===== src/rtl/fifo_pkg.sv =====
// Shared FIFO sizing constants and pointer/count types for the dual-port-RAM FIFO controller.
package fifo_pkg;

    localparam int unsigned FIFO_DW    = 8;
    localparam int unsigned FIFO_AW    = 4;
    localparam int unsigned FIFO_DEPTH = 16;

    typedef logic [FIFO_AW-1:0] fifo_ptr_t;
    typedef logic [FIFO_AW:0]   fifo_count_t;

endpackage


===== src/rtl/dpram_fifo_ctrl.sv =====
// FIFO controller driving an external dual-port synchronous RAM (port A write, port B read).
// Define FIFO_ERR_FLAGS_EN to build the sticky ovf/udf error registers; otherwise they tie to 0.
module dpram_fifo_ctrl
    import fifo_pkg::*;
#(
    parameter int unsigned DW    = FIFO_DW,
    parameter int unsigned AW    = FIFO_AW,
    parameter int unsigned DEPTH = FIFO_DEPTH
) (
    input  logic          clk,
    input  logic          rst_n,
    input  logic          wr_en,
    input  logic [DW-1:0] wr_data,
    output logic          full,
    input  logic          rd_en,
    output logic [DW-1:0] rd_data,
    output logic          rd_valid,
    output logic          empty,
    output logic [AW:0]   count,
    output logic          ram_we_a,
    output logic [AW-1:0] ram_addr_a,
    output logic [DW-1:0] ram_din_a,
    output logic          ram_we_b,
    output logic [AW-1:0] ram_addr_b,
    input  logic [DW-1:0] ram_dout_b,
    output logic          ovf,
    output logic          udf
);

    logic [AW-1:0] wptr;
    logic [AW-1:0] rptr;
    logic [AW:0]   count_nxt;
    logic          wr_acc;
    logic          rd_acc;

    // Acceptance and next occupancy, all from pre-edge state.
    always_comb begin
        wr_acc    = wr_en & ~full;
        rd_acc    = rd_en & ~empty;
        count_nxt = count;
        if (wr_acc && !rd_acc) begin
            count_nxt = count + (AW+1)'(1);
        end else if (rd_acc && !wr_acc) begin
            count_nxt = count - (AW+1)'(1);
        end
    end

    assign ram_we_a   = wr_acc;
    assign ram_addr_a = wptr;
    assign ram_din_a  = wr_data;
    assign ram_we_b   = 1'b0;
    assign ram_addr_b = rptr;
    // RAM output is already registered, so the data passes straight through.
    assign rd_data    = ram_dout_b;

    always_ff @(posedge clk or negedge rst_n) begin
        if (!rst_n) begin
            wptr     <= '0;
            rptr     <= '0;
            count    <= '0;
            full     <= 1'b0;
            empty    <= 1'b1;
            rd_valid <= 1'b0;
        end else begin
            if (wr_acc) begin
                wptr <= wptr + AW'(1);
            end
            if (rd_acc) begin
                rptr <= rptr + AW'(1);
            end
            count    <= count_nxt;
            full     <= (count_nxt == (AW+1)'(DEPTH));
            empty    <= (count_nxt == '0);
            rd_valid <= rd_acc;
        end
    end

`ifdef FIFO_ERR_FLAGS_EN
    logic ovf_q;
    logic udf_q;

    // Sticky until reset: rejected write sets ovf, rejected read sets udf.
    always_ff @(posedge clk or negedge rst_n) begin
        if (!rst_n) begin
            ovf_q <= 1'b0;
            udf_q <= 1'b0;
        end else begin
            ovf_q <= ovf_q | (wr_en & full);
            udf_q <= udf_q | (rd_en & empty);
        end
    end

    assign ovf = ovf_q;
    assign udf = udf_q;
`else
    assign ovf = 1'b0;
    assign udf = 1'b0;
`endif

endmodule


===== config.mk =====
export PLATFORM = sky130hd
export DESIGN_NAME = dpram_fifo_ctrl
export DESIGN_NICKNAME = d
export VERILOG_FILES = /design/src/rtl/fifo_pkg.sv /design/src/rtl/dpram_fifo_ctrl.sv
export SDC_FILE = /design/constraint.sdc
export NUM_CORES = 1
export LEC_CHECK = 0
export CORE_ASPECT_RATIO = 0.9
export CORE_MARGIN = 3
export CORE_UTILIZATION = 38
export CTS_BUF_LIST = sky130_fd_sc_hd__clkbuf_2
export CTS_CLUSTER_SIZE = 20
export DETAILED_ROUTE_END_ITERATION = 6
export PLACE_DENSITY = 0.79
export SETUP_SLACK_MARGIN = 0.3
export SYNTH_ARGS = -nofsm -noshare
export SYNTH_HDL_FRONTEND = slang
export SYNTH_SLANG_ARGS = --single-unit

===== constraint.sdc =====
create_clock -name clk -period 1.88 [get_ports clk]
set_clock_uncertainty 0.1 [all_clocks]
set_input_delay 0.376 -clock clk [delete_from_list [all_inputs] [get_ports clk]]
set_output_delay 0.376 -clock clk [all_outputs]
set_load 0.01 [all_outputs]

# == Word-level counts from Yosys, hierarchy flattened ==
# Index checks and enable logic that the tools add are counted.
# totals
ff_bits,16
inputBits,20
output_inout_bits,36
word_cells,22
# classes
n_addsub,4
n_eq_ne,1
mux,2
n_bitwise,4
n_reduce_logical,5
# ops
operator,count
2-to-1 mux 5 bit,2
adder 4 x 1 -> 4 bit (second input constant),2
adder 5 x 1 -> 5 bit (second input constant),1
equality test 5 bit (second input constant),1
logical NOT 5 bit,1
subtractor 5 x 1 -> 5 bit (second input constant),1
AND 1 bit,2
logical AND 1 bit,2
logical NOT 1 bit,2
inverter 1 bit,2

# == Logic depth before layout (Yosys ltp) ==
# Gate-level depths: netlist of the first run.
# logic_depth
word_depth,7
depth_mapped,7
ltp_nobuf,7

# == Least setup slack after synthesis of the first run ==
# Ideal clock, no wire load.
# synth_path
kind,reg-to-reg
start,register count[0]
end,register empty
setup_ns,0.090
t_arrival_ns,1.473
path_slack_ns,0.217
path_stages_with_launch,8
n_path_buf,0
synth_period_minus_slack_ns,1.663
path_cell_list,dfrtp_1 ha_1 nand3_1 nor3_1 a31oi_1 xor2_1 inv_1 nor4_2
# synth_via
elab_chain_len,4
# synth_lines
element,line,source
start: declaration,dpram_fifo_ctrl.sv:19,"output logic [AW:0] count,"
start signal: assignment,dpram_fifo_ctrl.sv:71,count <= count_nxt;
subtractor 5 x 1 -> 5 bit,dpram_fifo_ctrl.sv:44,count_nxt = count - (AW+1)'(1);
2-to-1 mux 5 bit,dpram_fifo_ctrl.sv:43,end else if (rd_acc && !wr_acc) begin
2-to-1 mux 5 bit *,dpram_fifo_ctrl.sv:41,if (wr_acc && !rd_acc) begin
net count_nxt[4],dpram_fifo_ctrl.sv:32,logic [AW:0] count_nxt;
logical NOT 5 bit *,dpram_fifo_ctrl.sv:73,empty <= (count_nxt == '0);
end signal: assignment,dpram_fifo_ctrl.sv:73,
end: declaration,dpram_fifo_ctrl.sv:18,"output logic empty,"
# Mark *: on every way through the listed nets, which the timed path passes. The rest lies on a longest branch.
# A chain may end at the register's enable or synchronous reset.

# == Final worst setup path of the first run ==
# layout_path
start,register count[2]
end,register full
# layout_via
elab_chain_len,4
# layout_lines
element,line,source
subtractor 5 x 1 -> 5 bit,dpram_fifo_ctrl.sv:44,
2-to-1 mux 5 bit,dpram_fifo_ctrl.sv:43,
2-to-1 mux 5 bit *,dpram_fifo_ctrl.sv:41,
equality test 5 bit *,dpram_fifo_ctrl.sv:72,full <= (count_nxt == (AW+1)'(DEPTH));
end signal: assignment,dpram_fifo_ctrl.sv:72,
end: declaration,dpram_fifo_ctrl.sv:14,"output logic full,"
# Mark *: on every way between the ends. The rest lies on a longest branch, timed or not.

==> impl_metrics.ini, run 1 <==
[status]
run_status = finished, final reports clean

[place]
post-place-cells = 125
port_buffers = 20
dp_hpwl_um = 1228
globalplace.congestion = 0.7874

[synthesis]
synth_mux_area_share_pct = 1.233
synth-compound-area-share_pct = 5.342
ys_warn_count = 0
synth_area_sq_um = 913.4
synthSimpleGateAreaFrac_pct = 14.93
synth.yosys.seq_area_share_pct = 43.97
synth-seq-cells = 16
mean_instance_size_in_the_synthesized_netlist_sq_um = 10.50
post_synth_inst_count = 87
combinational_family_with_the_most_area_after_synthesis = buffers and inverters
synth.lib_cells_used.distinct = 26
synth-adder-area-share_pct = 5.479
synth-xor-area-share_pct = 9.589

[grt]
grt_start_max_net_pins = 11
grt_remaining_overflow = 0
global_route_wire_length_before_repair_um = 2987
grtUsageTotal_pct = 12.92
grt_antenna_before_repair = 0
first_global_vias = 713

[worst_setup_path]
r2r_start = count[2]
reg2reg_setup_slack_ns = 0.21
worst-path-max-fanout = 4
timing.critical_path.required_ns = 1.97
r2r_end = full
setup.worst_path.end_class = flip-flop
worst_ep_arrival_time_ns = 1.76
timing.critical_path.from_type = flip-flop
critPathKind = flip-flop to flip-flop
ff2ff_path_depth = 5

[floorplanning]
die_area_sq_um = 3029
rows = 16
floorplan.core_area_sq_um = 2222
num_io_pins = 56
initial_core_util_pct = 41.10
die_x_um = 57.68
chipHeight_um = 52.51

[cells_and_area]
fin_cells = 148
drive_gt1_share_pct = 42.98
antenna_cells = 0
layout-area-overhead-vs-synth_pct = 40.00
finalNetCount = 146
layout.core_utilization_pct = 57.55

[sta]
finalSetupViolCount = 0
post-route-min-period_ns = 1.667
setup_repair_after_global_routing_missed_its_margin = yes
slew_violations = 0
fin_tns_setup_ns = 0
hold_violations_final = 0
maxClockFrequency_mhz = 599.8
final.period_utilization_pct = 88.68

[drt]
vias_per_cell = 4.716
antenna_violating_nets_post_route = 0
drc_errors = 0
routed_wire_length_per_instance_um = 12.42
first_pass_iters = 3
first_iter_violations = 6
postRouteWirelength_um = 1838
detailroute.via_count = 698

[pwr]
part_of_the_total_power_dissipated_in_sequential_elements_pct = 29.4
p_int_mw = 1.286
p_clk_share_pct = 7.2
power_switching_mw = 0.8189
report.power.total_mw = 2.105
power_switching_share_pct = 38.90
power.ir.vdd_worst_mv = 1.014
powerDensity_nw_per_um2 = 1646
combPwrFrac_pct = 63.5
p_leak_nw = 0.6205

[clock_network]
clk_latency_ns = 0.28
tritoncts.num_buffers = 3
postCtsHoldBufs = 0
cts.sink_count = 16
h-tree-depth = 1
cts_tree = built
clkSlewWorstSetupHoldPaths_ns = 0.15
cts.path.max_buffers = 2
cts_root_buf = sky130_fd_sc_hd__clkbuf_2

[flow_run]
max_cap_viol_count = 0

[hold_path]
min_path_type = input pin to asynchronous set/reset pin
-- per-layer routing --
layer	part of all wire, %	up-vias	routed length, um	GRT usage [%]
met5	0	-	0	0
met4	0	0	0	1.158
met3	7.6	0	139	7.635
met2	50	26	924	22.37
met1	42	341	774	14.15
li1	-	331	-	-
-- state kept, by name, summed over array words and instances, names as in the netlist --
name        count
ram_addr_b      4
rd_valid        1
ram_addr_a      4
full            1
empty           1
count           5
-- cell usage in the layout (no fill, tap or decap), types with 2 or more instances in the layout --
cell and instances:
sky130_fd_sc_hd__xnor2_1 7, sky130_fd_sc_hd__dfrtp_2 3, sky130_fd_sc_hd__nand2b_4 2, sky130_fd_sc_hd__nand4_1 2, sky130_fd_sc_hd__conb_1 3, sky130_fd_sc_hd__ha_1 3
sky130_fd_sc_hd__a22oi_2 3, sky130_fd_sc_hd__inv_4 2, sky130_fd_sc_hd__clkbuf_2 3, sky130_fd_sc_hd__nand2_1 8, sky130_fd_sc_hd__dlygate4sd2_1 17, sky130_fd_sc_hd__buf_4 27
sky130_fd_sc_hd__inv_1 5, sky130_fd_sc_hd__nor2_1 3, sky130_fd_sc_hd__xnor2_2 2, sky130_fd_sc_hd__dfrtp_1 12
-- power by group through the flow --
stage	combinational, mW	clock [mW]	sequential (mW)
after floorplan	0.491	0	0.752
after detailed placement	0.985	0	0.706
final	1.34	0.151	0.618
after global placement	0.958	0	0.697
after global routing	1.45	0.171	0.645
after CTS	1.23	0.157	0.614
-- repair_timing --
action                                  in CTS  in global routing
buffers inserted                            14                  5
pin swaps                                    6                  3
hold endpoints to repair                     0                  0
endpoints found under the setup margin      20                  6
gates resized for setup                     28                  5
-- how the worst max path moves through the flow --
| stage | start | to | cells after the start |
|---|---|---|---|
| after floorplan | empty | full | 6 |
| after global placement | wr_en | full | 7 |
| after global routing | empty | full | 6 |
| after detailed placement | wr_en | ram_we_a | 4 |
| final | count[2] | full | 5 |
| after CTS | full | ram_we_a | 3 |
-- worst max-delay path, cell delays in order, from the launching register on --
cell                      delay [ns]
sky130_fd_sc_hd__dfrtp_2        0.43
sky130_fd_sc_hd__buf_4          0.17
sky130_fd_sc_hd__nor3_4         0.24
sky130_fd_sc_hd__a31oi_1        0.15
sky130_fd_sc_hd__xor2_1         0.20
sky130_fd_sc_hd__nor4_1         0.29
-- layout make-up --
class / instances / area, sq um
multi-input combinational: 47 / 406.6
fill: 194 / 943.4
sequential: 16 / 405.4
clock buffer: 3 / 15.01
tap: 27 / 33.78
inverter: 7 / 31.28
clock inverter: 1 / 3.754
timing repair buffer: 47 / 382.9
-- cell usage after synthesis --
library cell / number / area share (%)
sky130_fd_sc_hd__inv_1: 5 / 2.1
sky130_fd_sc_hd__nor2_2: 1 / 0.69
sky130_fd_sc_hd__a22oi_1: 2 / 1.6
sky130_fd_sc_hd__o31ai_1: 1 / 0.82
sky130_fd_sc_hd__nor2_1: 4 / 1.6
sky130_fd_sc_hd__nor4_2: 1 / 1.4
sky130_fd_sc_hd__nor3_2: 1 / 1.1
sky130_fd_sc_hd__nand3_1: 1 / 0.55
sky130_fd_sc_hd__a22oi_2: 1 / 1.4
sky130_fd_sc_hd__nor3_1: 1 / 0.55
sky130_fd_sc_hd__inv_4: 2 / 1.4
sky130_fd_sc_hd__nor4_1: 1 / 0.69
sky130_fd_sc_hd__and3_1: 1 / 0.69
sky130_fd_sc_hd__mux2_2: 1 / 1.2
sky130_fd_sc_hd__nand2b_4: 2 / 3.0
sky130_fd_sc_hd__nand4_1: 2 / 1.4
sky130_fd_sc_hd__xor2_1: 1 / 0.96
sky130_fd_sc_hd__xnor2_1: 9 / 8.6
sky130_fd_sc_hd__nand2_1: 8 / 3.3
sky130_fd_sc_hd__dfstp_2: 1 / 2.9
sky130_fd_sc_hd__dfrtp_1: 15 / 41
sky130_fd_sc_hd__o211ai_1: 1 / 0.82
sky130_fd_sc_hd__a31oi_1: 1 / 0.69
sky130_fd_sc_hd__conb_1: 1 / 0.41
sky130_fd_sc_hd__ha_1: 4 / 5.5
sky130_fd_sc_hd__buf_4: 19 / 16
-- kinds of logic (layout without fill, tap and decap cells) --
logic type / count (synthesis) / in the layout
multiplexers: 1 / 1
flip-flops: 16 / 16
buffers and inverters: 26 / 58
adder cells (fa/ha/maj): 4 / 4
XOR/XNOR: 10 / 10
AO/OA/AOI/OAI: 6 / 6
other: 1 / 3
AND/OR/NAND/NOR: 23 / 23
-- stage by stage --
| step | setup WS, ns | area (sq um) | hold slack [ns] |
|---|---|---|---|
| floorplan | 0.3025 | 938.4 | -0.01959 |
| detailed placement | -0.1395 | 1090 | 0.3691 |
| CTS | 0.2542 | 1225 | 0.2826 |
| global placement | -0.1353 | 1090 | 0.3609 |
| finish | 0.2129 | 1279 | 0.2784 |
| global route | 0.1504 | 1279 | 0.2744 |
Note: power is estimated with default switching activity, not from simulation.
==> inputs of run 2 (changes only) <==
Settings changed: GPL_TIMING_DRIVEN set to 0.
==> impl_metrics.ini, run 2 (synthesis gave the netlist of run 1 again) <==
[status]
run_status = finished, final reports clean

[pwr]
p_leak_nw = 0.7262
power.ir.vdd_worst_mv = 0.9664
powerDensity_nw_per_um2 = 1357

[cells_and_area]
mostFrequentLayoutCells = sky130_fd_sc_hd__buf_4 (36), sky130_fd_sc_hd__clkdlybuf4s50_1 (18), sky130_fd_sc_hd__dlygate4sd2_1 (16), sky130_fd_sc_hd__dfrtp_1 (12), sky130_fd_sc_hd__nand2_1 (8)
fin_cells = 173
multiInputGateArea_sq_um = 385.4
drive_gt1_share_pct = 41.78
top_register = count
largest_register_ffs = 5
layout-area-overhead-vs-synth_pct = 63.15
finalNetCount = 171
filler_cell_count = 192
most_common_cell_after_layout_fill_and_taps_aside = sky130_fd_sc_hd__buf_4
antenna_cells = 0
ff_latch_area_sq_um = 405.4

[grt]
grt_antenna_before_repair = 0
global_route_wire_length_before_repair_um = 3180
first_global_vias = 724
grt_remaining_overflow = 0
grtUsageTotal_pct = 13.83
grt_start_max_net_pins = 17

[clock_network]
h-tree-depth = 1
postCtsHoldBufs = 0
cts_tree = built
cts_root_buf = sky130_fd_sc_hd__clkbuf_2
clk_latency_ns = 0.28
cts.path.max_buffers = 2
clkSlewWorstSetupHoldPaths_ns = 0.15
cts.sink_count = 16
tritoncts.num_buffers = 3

[drt]
antenna_violating_nets_post_route = 0
drc_errors = 0
vias_per_cell = 4.451
detailroute.via_count = 770
first_iter_violations = 8
postRouteWirelength_um = 2049
first_pass_iters = 4
routed_wire_length_per_instance_um = 11.84

[place]
post-place-cells = 152
globalplace.congestion = 0.7554
port_buffers = 36
dp_worst_setup_slack_ns = -0.2164
dp_hpwl_um = 1538

[floorplanning]
die_x_um = 57.68
num_io_pins = 56
chipHeight_um = 52.51
floorplan.core_area_sq_um = 2222
rows = 16
initial_core_util_pct = 41.10
die_area_sq_um = 3029

[worst_setup_path]
cp_slowest_stage_delay_ns = 0.51
setup.worst_path.end_class = flip-flop
crit_path_cell_trace = clkdlybuf4s50_1, nand2b_4, nor3_2, a31oi_1, xor2_1, nor4_1
worst_ep_arrival_time_ns = 1.77
timing.critical_path.required_ns = 1.97
critPathKind = input pin to flip-flop
critical_path.slowest_cell = sky130_fd_sc_hd__clkdlybuf4s50_1
timing.critical_path.from_type = input pin
worst-path-max-fanout = 4

[sta]
post-route-min-period_ns = 1.682
final.period_utilization_pct = 89.46
setup_repair_after_global_routing_missed_its_margin = yes
fin_ws_ns = 0.1981
timing_worst_slew_pin_value_ns = 0.7282
fin_tns_setup_ns = 0
slew_violations = 0
hold_violations_final = 0
maxClockFrequency_mhz = 594.6
finalSetupViolCount = 0
worst_slew_margin_rel_pct = 51.30

[hold_path]
min_path_type = input pin to asynchronous set/reset pin

[flow_run]
max_cap_viol_count = 0
==> run 2: final timing paths <==
| path | start | to | slack (ns) | depth (start not counted) |
|---|---|---|---|---|
| max | rd_en | full | 0.20 | 6 |
| min | rst_n | ram_addr_b[1] | 0.40 | 1 |
| max reg2reg | empty | empty | 0.22 | 6 |
| min reg2reg | ram_addr_a[3] | ram_addr_a[3] | 0.44 | 2 |
| max in group asynchronous | rst_n | count[1] | 0.77 | 1 |
| min in group clk | ram_addr_a[3] | ram_addr_a[3] | 0.44 | 2 |
==> run 2: metrics by stage <==
step           util [%]  power, mW  hold slack (ns)  area, sq um
3_5_place_dp      59.97      1.718           0.3669         1333
2_1_floorplan         -      1.243         -0.01959        938.4
3_3_place_gp      59.97      1.678           0.3581         1333
6_report          67.06      2.023           0.4039         1490
5_1_grt           67.06      2.180           0.4353         1490
4_1_cts           65.26      1.999           0.4151         1450
==> run 2: layer usage <==
metal  routed length, um  track usage [%]  part of all wire (%)  up-vias
li1                    -                -                     -      380
met1                 745            16.31                    36      362
met2                1167            25.38                    57       28
met3                 135            4.433                   6.6        0
met4                   0            1.158                     0        0
met5                   0                0                     0        -
==> run 2: what timing repair did <==
action / CTS / global route
gates resized for setup: 24 / 6
setup buffers: 14 / 3
pin swaps: 2 / 2
endpoints found under the setup margin: 20 / 6
==> run 2: critical path, delay by kind of cell <==
kind,cells,cell delay (ns)
AND/OR/NAND/NOR,3,0.58
XOR/XNOR,1,0.17
AO/OA/AOI/OAI,1,0.14
buffers and inverters,1,0.51
==> run 2: final cells by class <==
type,count,share of cell area [%]
tap,27,2.267
inverter,7,2.267
buffer,19,9.572
timing repair buffer,53,31.49
clock buffer,4,1.343
sequential,16,27.20
multi-input combinational,47,25.86
==> run 2: power by group <==
group	internal [mW]	total (mW)	leakage [nW]	switching, mW
Combinational	0.671	1.25	0.522	0.579
Clock	0.0564	0.160	0.0166	0.103
Sequential	0.518	0.613	0.188	0.0950
Total	1.25	2.02	0.726	0.778
==> patch: new RTL, settings of run 2 <==
Add a define of `FIFO_ERR_FLAGS_EN`.
--- a/src/rtl/dpram_fifo_ctrl.sv
+++ b/src/rtl/dpram_fifo_ctrl.sv
@@ -1,5 +1,7 @@
 // FIFO controller driving an external dual-port synchronous RAM (port A write, port B read).
 // Define FIFO_ERR_FLAGS_EN to build the sticky ovf/udf error registers; otherwise they tie to 0.
+`define FIFO_ERR_FLAGS_EN
+
 module dpram_fifo_ctrl
     import fifo_pkg::*;
 #(
Check against the original RTL: not equivalent (Yosys sat finds a counterexample within 4 cycles, from zero or initial values and one cycle with rst_n low).
==> patch against run 2 <==
Combinational power increased by 18%; synthesized area increased by 8.2%; routed wire length increased by 19%; sequential cell count increased by 2; cell area increased by 10%; non-clock buffer count increased by 5; register-to-register slack improved by 0.03 ns; count of clock-buffer cells in the layout decreased by 1; total power increased by 14%; worst setup slack improved by 0.046 ns; global-route usage increased by 1.5 points; utilization increased by 3.7 points; highest routed layer is now met4.
==> patch: results (changes against run 2) <==
metric,value,unit,change
status,finished clean,,
clk_pin_slew,0.16,ns,
crit_end,ram_we_a,,
syn_area_per_cell,10.7,um2,+2.3%
track_usage,15.4,%,+1.5 points
drt_iter0_drc,15,,+7
max_slew.worst_pin.slew,0.797,ns,+0.0691 ns
seq_area_frac_synth,45.7,%,+1.7 points
rrSetupSlack,0.25,ns,+0.03 ns
drt-met1-wl,870,um,+17%
max_stage_delay,0.41,ns,-0.10 ns
synth_compound_area_share,7.34,%,+2.0 points
clock_latency,0.30,ns,+0.02 ns
wl_met2,1270,um,+8.5%
nFillCells,184,,-4.2%
vias,863,,+12%
cp_max_fo,7,,+3
dp_slack,-0.234,ns,-0.0177 ns
wire_per_inst,13.3,um,+13%
yosys-top-cells-area,"dfrtp_1, buf_4, xnor2_1",,
hold_slack,0.374,ns,-0.0295 ns
cellLeakagePower,0.774,nW,+6.5%
min_path_type,register to register,,
met2_usage,26.6,%,+1.2 points
post_cts_buffers,16,,+2
synth_top_family_by_area,simple AND/OR/NAND/NOR gates,,
yosys.area_share.xor_xnor,8.73,%,-0.85 points
period_share,87.0,%,-2.5 points
synth_common_cells,"buf_4, dfrtp_1, nand2_1",,
first_global_vias,808,,+12%
fin_nets,181,,+5.8%
synth_mux_area_share,0,%,-1.2 points
dp_hpwl,1560,um,+1.4%
top_layer,met4,,
reg2reg_to,full$_DFF_PN0_,,
placedInstanceArea,0.00141,mm2,+6.0%
gr-usage-met3,6.13,%,+1.7 points
ctsLongestPathBuffers,2,,unchanged
place.gp.congestion,0.713,,-5.6%
synth_nets,116,,
grt_max_degree,19,,+2
antenna_found_initial,0,,unchanged
met3_length,248,um,+84%
ys_types,32,,+23%
synthFlopType,dfrtp_1,,
grt_pass1_wl,3660,um,+15%
ir_worst_vdd,860,uV,-11%
final_layout_size_suffix_gt1_share,46.8,%,+5.0 points
critical_path_arrival,1.16,ns,-0.61 ns
placedCellCount,157,,+3.3%
critPathTopFamily,flip-flops,,
setup.worst_path.start,full$_DFF_PN0_,,
power.switching,0.000887,W,+14%
critPathSlowestCell,dfrtp_1,,
port_buffers,38,,+5.6%
ctsResizeCount,34,,+42%
patch: cell types whose count changed after synthesis, sizes merged, moves of 2 or more:
cell	delta
a21o	+2
inv	-3
nand3	+2
a22oi	-3
nand2	+3
buf	-2
o21ai	+2
dfrtp	+2
patch: cell type report:
type                       count  area (um2)  share of cell area, %
timing repair buffer          60         515                   31.4
sequential                    18         455                   27.7
tap                           27        33.8                   2.05
inverter                       4        25.0                   1.52
multi-input combinational     53         468                   28.5
buffer                        17         128                   7.76
clock inverter                 1        3.75                  0.228
clock buffer                   3        15.0                  0.913
patch: power by group through the flow:
| stage | registers, W | clock network [W] | logic (W) |
|---|---|---|---|
| after floorplan | 0.000833 | 0 | 0.000468 |
| after global placement | 0.000766 | 0 | 0.00101 |
| after detailed placement | 0.000782 | 0 | 0.00103 |
| after CTS | 0.000666 | 0.000175 | 0.00134 |
| after global routing | 0.000700 | 0.000198 | 0.00161 |
| final | 0.000675 | 0.000163 | 0.00148 |
